### src/rtl/uart_tx_arbiter.sv
// Round-robin arbiter that shares one UART transmitter between NUM_REQ byte sources,
// issuing one start pulse per frame and tracking tx_busy until the frame completes.
//
// state       | meaning
// ------------+-----------------------------------------------------------
// S_IDLE      | no frame in flight; arbitrate over req each cycle
// S_ISSUE     | tx_data_valid and req_ack pulse for the latched requester
// S_WAIT_BUSY | waiting for tx_busy to rise, bounded by BUSY_TIMEOUT
// S_WAIT_DONE | frame in progress; wait for tx_busy to fall
module uart_tx_arbiter #(
    parameter int NUM_REQ      = 4,
    parameter int DATA_WIDTH   = 8,
    parameter int BUSY_TIMEOUT = 4
) (
    input  logic                          clk,
    input  logic                          reset,
    input  logic [NUM_REQ-1:0]            req,
    input  logic [NUM_REQ*DATA_WIDTH-1:0] req_data,
    input  logic [NUM_REQ-1:0]            req_parity_en,
    output logic [NUM_REQ-1:0]            req_ack,
    input  logic                          tx_busy,
    output logic                          tx_data_valid,
    output logic [DATA_WIDTH-1:0]         tx_data,
    output logic                          tx_parity_enable,
    output logic [$clog2(NUM_REQ)-1:0]    grant_id,
    output logic                          active,
    output logic                          timeout_err
);

    localparam int IDW = $clog2(NUM_REQ);
    localparam int CW  = $clog2(BUSY_TIMEOUT);
    localparam logic [IDW:0]   NREQ_W  = (IDW+1)'(NUM_REQ);
    localparam logic [IDW-1:0] LAST_RST = IDW'(NUM_REQ - 1);
    localparam logic [CW-1:0]  CNT_LOAD = CW'(BUSY_TIMEOUT - 1);

    typedef enum logic [1:0] {
        S_IDLE      = 2'd0,
        S_ISSUE     = 2'd1,
        S_WAIT_BUSY = 2'd2,
        S_WAIT_DONE = 2'd3
    } state_t;

    state_t state, next_state;

    logic [IDW-1:0]        last, last_d;
    logic [CW-1:0]         cnt, cnt_d;
    logic                  cnt_tc;
    logic                  pick_valid;
    logic [IDW-1:0]        pick_idx;
    logic [IDW:0]          sum;
    logic [IDW:0]          wrapped;
    logic                  valid_d, timeout_d, active_d, par_d;
    logic [NUM_REQ-1:0]    ack_d;
    logic [DATA_WIDTH-1:0] data_d;
    logic [IDW-1:0]        grant_d;

    // Timer counts down from BUSY_TIMEOUT-1; terminal count is zero.
    assign cnt_tc = (cnt == '0);

    // Search starts just past the last winner and wraps, first hit wins.
    always_comb begin
        pick_valid = 1'b0;
        pick_idx   = '0;
        sum        = '0;
        wrapped    = '0;
        for (int k = 1; k <= NUM_REQ; k++) begin
            sum     = {1'b0, last} + (IDW+1)'(k);
            wrapped = (sum >= NREQ_W) ? (sum - NREQ_W) : sum;
            if (!pick_valid && req[wrapped[IDW-1:0]]) begin
                pick_valid = 1'b1;
                pick_idx   = wrapped[IDW-1:0];
            end
        end
    end

    always_ff @(posedge clk or negedge reset) begin
        if (!reset) begin
            state            <= S_IDLE;
            last             <= LAST_RST;
            cnt              <= '0;
            req_ack          <= '0;
            tx_data_valid    <= 1'b0;
            tx_data          <= '0;
            tx_parity_enable <= 1'b0;
            grant_id         <= '0;
            active           <= 1'b0;
            timeout_err      <= 1'b0;
        end else begin
            state            <= next_state;
            last             <= last_d;
            cnt              <= cnt_d;
            req_ack          <= ack_d;
            tx_data_valid    <= valid_d;
            tx_data          <= data_d;
            tx_parity_enable <= par_d;
            grant_id         <= grant_d;
            active           <= active_d;
            timeout_err      <= timeout_d;
        end
    end

    always_comb begin
        next_state = state;
        case (state)
            S_IDLE:      if (pick_valid) next_state = S_ISSUE;
            S_ISSUE:     next_state = S_WAIT_BUSY;
            S_WAIT_BUSY: begin
                if (tx_busy)     next_state = S_WAIT_DONE;
                else if (cnt_tc) next_state = S_IDLE;
            end
            S_WAIT_DONE: if (!tx_busy) next_state = S_IDLE;
            default:     next_state = S_IDLE;
        endcase
    end

    // Next values of the registered outputs; the pulses land in ISSUE / first IDLE cycle.
    always_comb begin
        valid_d   = (state == S_IDLE) && pick_valid;
        ack_d     = '0;
        data_d    = tx_data;
        par_d     = tx_parity_enable;
        grant_d   = grant_id;
        last_d    = last;
        cnt_d     = cnt;
        timeout_d = (state == S_WAIT_BUSY) && !tx_busy && cnt_tc;
        active_d  = (next_state != S_IDLE);
        if (valid_d) begin
            ack_d[pick_idx] = 1'b1;
            data_d          = req_data[pick_idx*DATA_WIDTH +: DATA_WIDTH];
            par_d           = req_parity_en[pick_idx];
            grant_d         = pick_idx;
            last_d          = pick_idx;
        end
        if (state == S_ISSUE)
            cnt_d = CNT_LOAD;
        else if ((state == S_WAIT_BUSY) && !tx_busy && !cnt_tc)
            cnt_d = cnt - CW'(1);
    end

endmodule

### config.mk
export PLATFORM = sky130hd
export DESIGN_NAME = uart_tx_arbiter
export DESIGN_NICKNAME = d
export VERILOG_FILES = /design/src/rtl/uart_tx_arbiter.sv
export SDC_FILE = /design/constraint.sdc
export NUM_CORES = 1
export LEC_CHECK = 0
export ABC_AREA = 1
export CORE_MARGIN = 5
export CORE_UTILIZATION = 35
export DETAILED_ROUTE_END_ITERATION = 6
export PLACE_DENSITY = 0.65
export RECOVER_POWER = 50
export SLEW_MARGIN = 20
export SYNTH_ARGS = -nofsm -noshare
export SYNTH_HDL_FRONTEND = slang
export SYNTH_SLANG_ARGS = --single-unit
### constraint.sdc
create_clock -name clk -period 2.38 [get_ports clk]
set_input_delay 0.476 -clock clk [delete_from_list [all_inputs] [get_ports clk]]
set_output_delay 0.476 -clock clk [all_outputs]
set_load 0.02 [all_outputs]
======== Word level (Yosys, flattened, before mapping) ========
Cells that the tools add are included.
word-level totals
  output and inout port bits .............. 18
  register bits ........................... 24
  logic and storage cells ................. 82
  bits of input ports ..................... 43
operators by class
  equality and inequality tests ........... 3
  mux-type cells .......................... 32
  $lt $le $gt $ge ......................... 10
  add/subtract/negate cells ............... 9
  shift operators ......................... 1
  reduce and logical (&&, ||, !) cells .... 17
operators by type and width
  kind                   count
  $shiftx A32 B6 Y8      1
  $mux W2                14
  $lt A2 B3 Y1 const B   5
  $ge A3 B3 Y1 const B   4
  $bmux W1 S2            5
  $mux W1                10
  $sub A2 B1 Y2 const B  5
  $logic_and A1 B1 Y1    8
  $pmux W2 S4            1
  $add A2 B2 Y3 const B  2
  $logic_not A1 Y1       5
  $eq A2 B2 Y1 const B   2
  $logic_not A2 Y1       2
  $mux W4                1
  $reduce_bool A2 Y1     2
  $add A2 B1 Y3 const B  1
  $add A2 B3 Y3 const B  1
  $demux W1 S2           1
  $eq A2 B1 Y1 const B   1
  $ge A2 B1 Y1 const B   1

======== Longest topological paths before layout ========
Gate-level depths: netlist of run 1.
  word-level depth ........................ 20
  gate-level depth with buffers ........... 15
  depth with buffers taken out ............ 13

======== Least setup slack after synthesis of run 1 ========
No wires, ideal clock.
  path type ............................... reg-to-reg
  start ................................... register last[0]
  end ..................................... register tx_data[6]
  library setup time ...................... 0.117 ns
  stages on the path, launching flop included .. 15
  arrival time ............................ 1.669 ns
  clock period less this slack ............ 1.786 ns
  data required time ...................... 2.263 ns
  setup slack ............................. 0.594 ns
  buffers on the path ..................... 3
  cell sequence ........................... dfstp_2 buf_6 inv_6 nand2_1 nand2_1 nand2_2 nand2_4 nor2_8 nand3_4 buf_6 buf_6 nand4_1 nand3_1 nand3_1 nand2_1
between the ends
  word-level cells in the longest chain between the ends .. 16
  elaborated cells on any way between the ends .. 40
  classes of those cells .................. add/sub (8); order compare (4); shift (1); mux (20); reduce/logical (7)
RTL lines
  what                                                             line      source
  start, declared                                                  45        logic [IDW-1:0] last, last_d;
  start signal, assigned                                           90        last <= last_d;
  $add A2 B1 Y3                                                    67        sum = {1'b0, last} + (IDW+1)'(k);
  $ge A3 B3 Y1 / $sub A2 B1 Y2 (equally long branches)             68        wrapped = (sum >= NREQ_W) ? (sum - NREQ_W) : sum;
  $mux W2                                                          68
  $bmux W1 S2                                                      69        if (!pick_valid && req[wrapped[IDW-1:0]]) begin
  $mux W1 (not written as such)                                    69
  $mux W1                                                          69
  $logic_not A1 Y1                                                 69
  $logic_and A1 B1 Y1                                              69
  $mux W1                                                          69
  $logic_not A1 Y1                                                 69
  $logic_and A1 B1 Y1                                              69
  $mux W1                                                          69
  $logic_not A1 Y1                                                 69
  $logic_and A1 B1 Y1                                              69
  $mux W2 / $mux W1 (equally long branches)                        69
  $shiftx A32 B6 Y8 / $logic_and A1 B1 Y1 (equally long branches)  129, 118
  end signal, assigned                                             94        tx_data <= data_d;
  end, declared                                                    23        output logic [DATA_WIDTH-1:0] tx_data,
Several ways; a longest one is shown, not always the timed one. The select of a mux whose other input is x is not followed.
A chain may end at the register's enable or synchronous reset.

======== Worst setup path after layout of run 1 ========
  start ................................... register last[0]
  end ..................................... register tx_data[2]
The elaborated chain is that of the path after synthesis.

==> results of run 1 <==
flip-flops by register name, summed over array words and instances (netlist names):
register          count
tx_parity_enable      1
tx_data               8
req_ack               4
last                  2
cnt                   2
timeout_err           1
tx_data_valid         1
state                 2
grant_id              2
active                1
through the flow:
stage | hold WS, ns | worst slack, ns
finish | 0.4904 | 0.3527
global placement | 0.4698 | 0.1216
floorplan | 0.1804 | 0.5940
CTS | 0.4909 | 0.3560
global route | 0.5242 | 0.1969
detailed placement | 0.4636 | 0.1007
cells in the mapped netlist (2+ instances only):
cell type	n	area, sq um
nand2_1	69	259.0
nand3_1	32	160.2
dfrtp_1	22	550.5
nand4_1	17	106.4
buf_6	10	112.6
inv_1	10	37.54
nand2_2	10	62.56
nor2_1	9	33.78
inv_2	5	18.77
o21ai_0	4	20.02
nand2_4	3	33.78
a21oi_1	2	10.01
buf_4	2	15.01
dfstp_2	2	52.55
nand3_2	2	20.02
nand3_4	2	35.03
nor2_2	2	12.51
cells by family (layout without fill, tap and decap cells):
logic type                 after synthesis  in the layout  share of synthesized area
adders and majority gates                1              1                   0.007727
AOI/OAI and AO/OA                        9              9                    0.02937
and+or+nand+nor                        149            149                     0.4714
DFF                                     24             24                     0.3725
buffers and inverters                   28             88                     0.1190
area by class of cell:
cell class              instances  area [sq um]  share of cell area
clock buffers                   4         55.05             0.02427
well taps                      52         65.06             0.02868
flip-flops and latches         24         603.1              0.2659
repair buffers                 68         656.9              0.2896
multi-input cells             159         823.3              0.3629
inverters                      16         65.06             0.02868
worst reg2reg max path, stage by stage, from the launching register on:
cell and delay [ns]:
dfstp_2 0.67, inv_6 0.09, nand2_1 0.06, nand2_1 0.08, nand2_2 0.11, nand2_4 0.08
nor2_8 0.10, nand3_4 0.16, buf_4 0.24, nand4_1 0.10, nand3_1 0.09, nand3_1 0.09
nand2_1 0.06
per-layer routing:
metal  vias to the layer above  global-route usage
li1                        817                   -
met1                       728              0.1934
met2                        52              0.2346
met3                         2             0.03432
met4                         0             0.02872
met5                         -                   0
power breakdown:
| part | internal (mW) | switching [mW] | leakage (nW) | total [mW] |
|---|---|---|---|---|
| clock network | 0.147 | 0.129 | 0.0288 | 0.277 |
| logic | 0.946 | 1.50 | 0.763 | 2.45 |
| registers | 0.605 | 0.134 | 0.293 | 0.739 |
| total | 1.70 | 1.76 | 1.08 | 3.46 |
worst paths after layout:
| check | end | depth (start not counted) | start |
|---|---|---|---|
| min in group asynchronous | tx_data[6] | 2 | reset |
| worst min-delay path | tx_data[4] | 2 | tx_data[4] |
| max in group asynchronous | cnt[0] | 2 | reset |
| worst max-delay path | tx_data[2] | 12 | last[0] |
| worst max register to register | tx_data[2] | 12 | last[0] |
| worst min register to register | tx_data[4] | 2 | tx_data[4] |
==> results_dict.tcl, run 1 <==
set metrics [dict create \
    status "complete, no violations" \
    rows 24 \
    dr_total_vias 1599 \
    grt_util_all_layers 0.1431 \
    yosysWarningCount 0 \
    design_area_sq_um 2268 \
    postSynthCellCount 211 \
    hp-class "reg -> reg" \
    leakage_nw 1.085 \
    slew_viol_final 0 \
    setup_violations 0 \
    grt_pass1_wl_mm 7.348 \
    antenna_found_initial 0 \
    cts-buffers-inserted 3 \
    hold_buffers 0 \
    rsz0062_at_grt "no" \
    cts.sinks 24 \
    clkTransAtPathRegs_ns 0.09 \
    wl_met1_mm 1.939 \
    crit_fanout 12 \
    die_h_um 78.02 \
    path_class "reg -> reg" \
    start_util 0.3668 \
    power.density_nw_per_um2 1527 \
    nets 316 \
    tns_ns 0 \
    critical_path.max_stage_delay_ns 0.67 \
    startpoint_type "flop" \
    wl_met2_mm 1.917 \
    wl_mm 4.237 \
    path_delay_family "simple AND/OR/NAND/NOR gates" \
    synthArstFlopShare 1.000 \
    place_area_sq_um 2217 \
    yosysSeqAreaShare 0.3725 \
    syn_to_final_growth_pct 40.11 \
    cts_buffer_depth 2 \
    core_sq_um 4414 \
    endpoint_kind "flop" \
    finClkSkew_ns 0.004085 \
    max-slew-margin-rel 0.1500 \
    dr.pass1.iters 4 \
    pin_count 61 \
    layout-drive-gt1-share 0.1476 \
    critPathArrivalTime_ns 2.18 \
    final_cell_mix "nand2_1, clkdlybuf4s50_1, nand3_1, dfrtp_1, nand4_1" \
    grt_max_degree 25 \
    fmax_ghz 0.4933 \
    dieArea_sq_um 6086 \
    cts_max_level 1 \
    power_mw 3.463 \
    hpwl_mm 3.166 \
    ys_types 25 \
    cts_tree "yes" \
    final_cells 323 \
    post-route-util 0.5139 \
    finalHoldViolCount 0 \
    post-route-min-period_ns 2.027 \
    slowest_stage "dfstp_2" \
    clockRootBuffer "clkbuf_8" \
    path_cells "inv_6, nand2_1, nand2_1, nand2_2, nand2_4, nor2_8, nand3_4, buf_4, nand4_1, nand3_1, nand3_1, nand2_1" \
    drc 0 \
    clk_latency_ns 0.26 \
    ir_worst_vdd_uv 664.3 \
    fin_crit_sh 0.8518 \
    layout_commonest_cell "nand2_1" \
    final_antenna_net_count 0 \
    drt-vias-per-instance 4.950 \
    critPathRequiredTime_ns 2.54 \
    yosys_most_used_dff "dfrtp_1" \
    fill_cells 431 \
    numPortBuffers 60 \
    netlist_area_sq_um 1619 \
    wl_met3_um 361 \
    synth-seq-cells 24 \
    syn-num-nets 255 \
    maxCapViolations 0 \
    critPathBufInv 2 \
    worstMarginPinSlew_ns 1.275 \
    r2r_slack_ns 0.35 \
    first_global_vias 1603 \
    dp.cells 319 \
    avgSynthCellArea_sq_um 7.673 \
    fp.dieW_um 78.02 \
    dr.max_layer_used "met4" \
    post_cts_buffers 0 \
    detail_route.wl_per_cell_um 13.12 \
    globalplace.congestion 0.8080 \
    diodes 0 \
    critPathMostFrequentCell "nand2_1" \
    drtIter0Drc 66 \
    cts_resized 0 \
    synth-edff-count 0 \
    grt_overflow 0 \
]
No activity file was read; power rests on OpenSTA's default activity.
==> run 2: changes to the inputs <==
--- a/config.mk
+++ b/config.mk
@@ -7,11 +7,11 @@
 export LEC_CHECK = 0
 export ABC_AREA = 1
 export CORE_MARGIN = 5
-export CORE_UTILIZATION = 35
+export CORE_UTILIZATION = 42
 export DETAILED_ROUTE_END_ITERATION = 6
-export PLACE_DENSITY = 0.65
+export HOLD_SLACK_MARGIN = 0.06
+export PLACE_DENSITY = 0.76
 export RECOVER_POWER = 50
-export SLEW_MARGIN = 20
 export SYNTH_ARGS = -nofsm -noshare
 export SYNTH_HDL_FRONTEND = slang
 export SYNTH_SLANG_ARGS = --single-unit
==> run 2 against run 1 <==
  * Critical path depth grew 1
  * Clock-buffer cell count shrank 1
  * Die area shrank 15%
  * Sequential cell count is the same
  * Fmax shrank 2.3%
  * Clock power grew 30%
  * Combinational power is essentially flat
  * Sequential power is essentially flat
  * Critical endpoint is now tx_data[7]
  * Critical path type unchanged
  * Utilization grew 11 points
==> results_dict.tcl, run 2 (synthesis results as in run 1) <==
set metrics [dict create \
    wl_mm 4.465 \
    antenna_found_initial 0 \
    fin_crit_sh 0.8716 \
    layout_commonest_cell "nand2_1" \
    dr.pass1.iters 4 \
    slew_viol_final 0 \
    grt_util_all_layers 0.1774 \
    nets 317 \
    grt_max_degree 25 \
    cts_buffer_depth 2 \
    holdPathEnd "tx_data[5]" \
    drtIter0Drc 90 \
    finalHoldViolCount 0 \
    rsz0062_at_grt "no" \
    pin_count 61 \
    post_cts_buffers 0 \
    diodes 0 \
    worstMarginPinSlew_ns 1.306 \
    final_cells 320 \
    cts-buffers-inserted 3 \
    fmax_ghz 0.4821 \
    drt-vias-per-instance 5.056 \
    cts_max_level 1 \
    hold_path_depth 2 \
    cts.sinks 24 \
    clkTransAtPathRegs_ns 0.09 \
    cts_resized 0 \
    grt_overflow 0 \
    dieArea_sq_um 5196 \
    critPathRequiredTime_ns 2.54 \
    critical_path.max_stage_delay_ns 0.67 \
    detail_route.wl_per_cell_um 13.95 \
    post-route-util 0.6201 \
    hp-class "reg -> reg" \
    power.density_nw_per_um2 1556 \
    post-route-min-period_ns 2.074 \
    numPortBuffers 60 \
    die_h_um 72.09 \
    finClkSkew_ns 0.001757 \
    reg2reg_depth 13 \
    final_cell_mix "nand2_1, clkdlybuf4s50_1, nand3_1, dfrtp_1, nand4_1" \
    ir_worst_vdd_uv 717.4 \
    dr_total_vias 1618 \
    setup_violations 0 \
    reg.largest.list "tx_data: 8 flops, req_ack: 4 flops" \
    critPathArrivalTime_ns 2.24 \
    status "complete, no violations" \
    r2r_slack_ns 0.31 \
    slowest_stage "dfstp_2" \
    endpoint_kind "flop" \
    largest-register "tx_data" \
    fill_cells 336 \
    clockRootBuffer "clkbuf_8" \
    fp.dieW_um 72.09 \
    rr_endpoint "tx_data[7]" \
    core_sq_um 3689 \
    globalplace.congestion 0.8764 \
    path_cells "inv_6, nand2_1, nand2_1, nand2_2, nand2_4, inv_2, nand2_1, nand2_2, nand3_4, nand2_1, nand3_1, nand3_1, nand2_1" \
    maxCapViolations 0 \
    dp.cells 316 \
    cts_tree "yes" \
    syn_to_final_growth_pct 41.27 \
    crit_fanout 19 \
    leakage_nw 1.096 \
    start_util 0.4389 \
    first_global_vias 1615 \
    hpwl_mm 3.477 \
    critPathMostFrequentCell "nand2_1" \
    max-slew-margin-rel 0.1293 \
    largest_reg_flops 8 \
    clk_latency_ns 0.27 \
    path_class "reg -> reg" \
    grt_pass1_wl_mm 7.389 \
    layout-drive-gt1-share 0.1507 \
    hold_buffers 0 \
    startpoint_type "flop" \
    r2r_start "last[0]" \
    final_antenna_net_count 0 \
    drc 0 \
    rows 22 \
    min_from "tx_data[5]" \
    tns_ns 0 \
]
run 2: cell type report:
| type | count | area (sq um) | share of cell area |
|---|---|---|---|
| clock buffers | 3 | 41.29 | 0.01805 |
| flip-flops and latches | 24 | 603.1 | 0.2637 |
| multi-input cells | 159 | 823.3 | 0.3600 |
| well taps | 48 | 60.06 | 0.02626 |
| inverters | 16 | 65.06 | 0.02845 |
| clock inverters | 1 | 30.03 | 0.01313 |
| repair buffers | 69 | 664.4 | 0.2905 |
run 2: per-layer routing:
metal	track usage	vias up	share of wire	wire length [um]
met5	0	-	0	0
met4	0.05010	0	0.0090	40
met3	0.03324	4	0.086	384
met2	0.3054	59	0.48	2123
met1	0.2257	737	0.43	1916
li1	-	818	-	-
run 2: metrics by stage:
stage          area [sq um]  total power [mW]  setup slack [ns]  hold WS, ns
2_1_floorplan          1619             2.686            0.5940       0.1804
5_1_grt                2287             3.892           0.08818       0.5329
3_3_place_gp           2220             3.187           0.09270       0.4675
6_report               2287             3.558            0.3057       0.4899
4_1_cts                2291             3.607            0.2807       0.4930
3_5_place_dp           2220             3.238           0.04442       0.4654
run 2: worst max-delay path by stage:
stage / startpoint / to / depth (start not counted)
after floorplan: last[0] / tx_data[6] / 14
after global placement: req[2] / tx_data[7] / 13
after detailed placement: req[2] / tx_data[7] / 13
after CTS: last[0] / tx_data[7] / 13
after global routing: last[0] / tx_data[7] / 13
final: last[0] / tx_data[7] / 13
run 2: worst max-delay path, delay by kind of cell (launching register included):
family / cells / cell delay, ns
buffers and inverters: 2 / 0.14
flip-flops: 1 / 0.67
AND/OR/NAND/NOR: 11 / 1.16
run 2: where the power goes:
group	switching (mW)	total [mW]	internal (mW)
combinational	1.49	2.46	0.968
clock	0.135	0.359	0.225
sequential	0.131	0.737	0.605
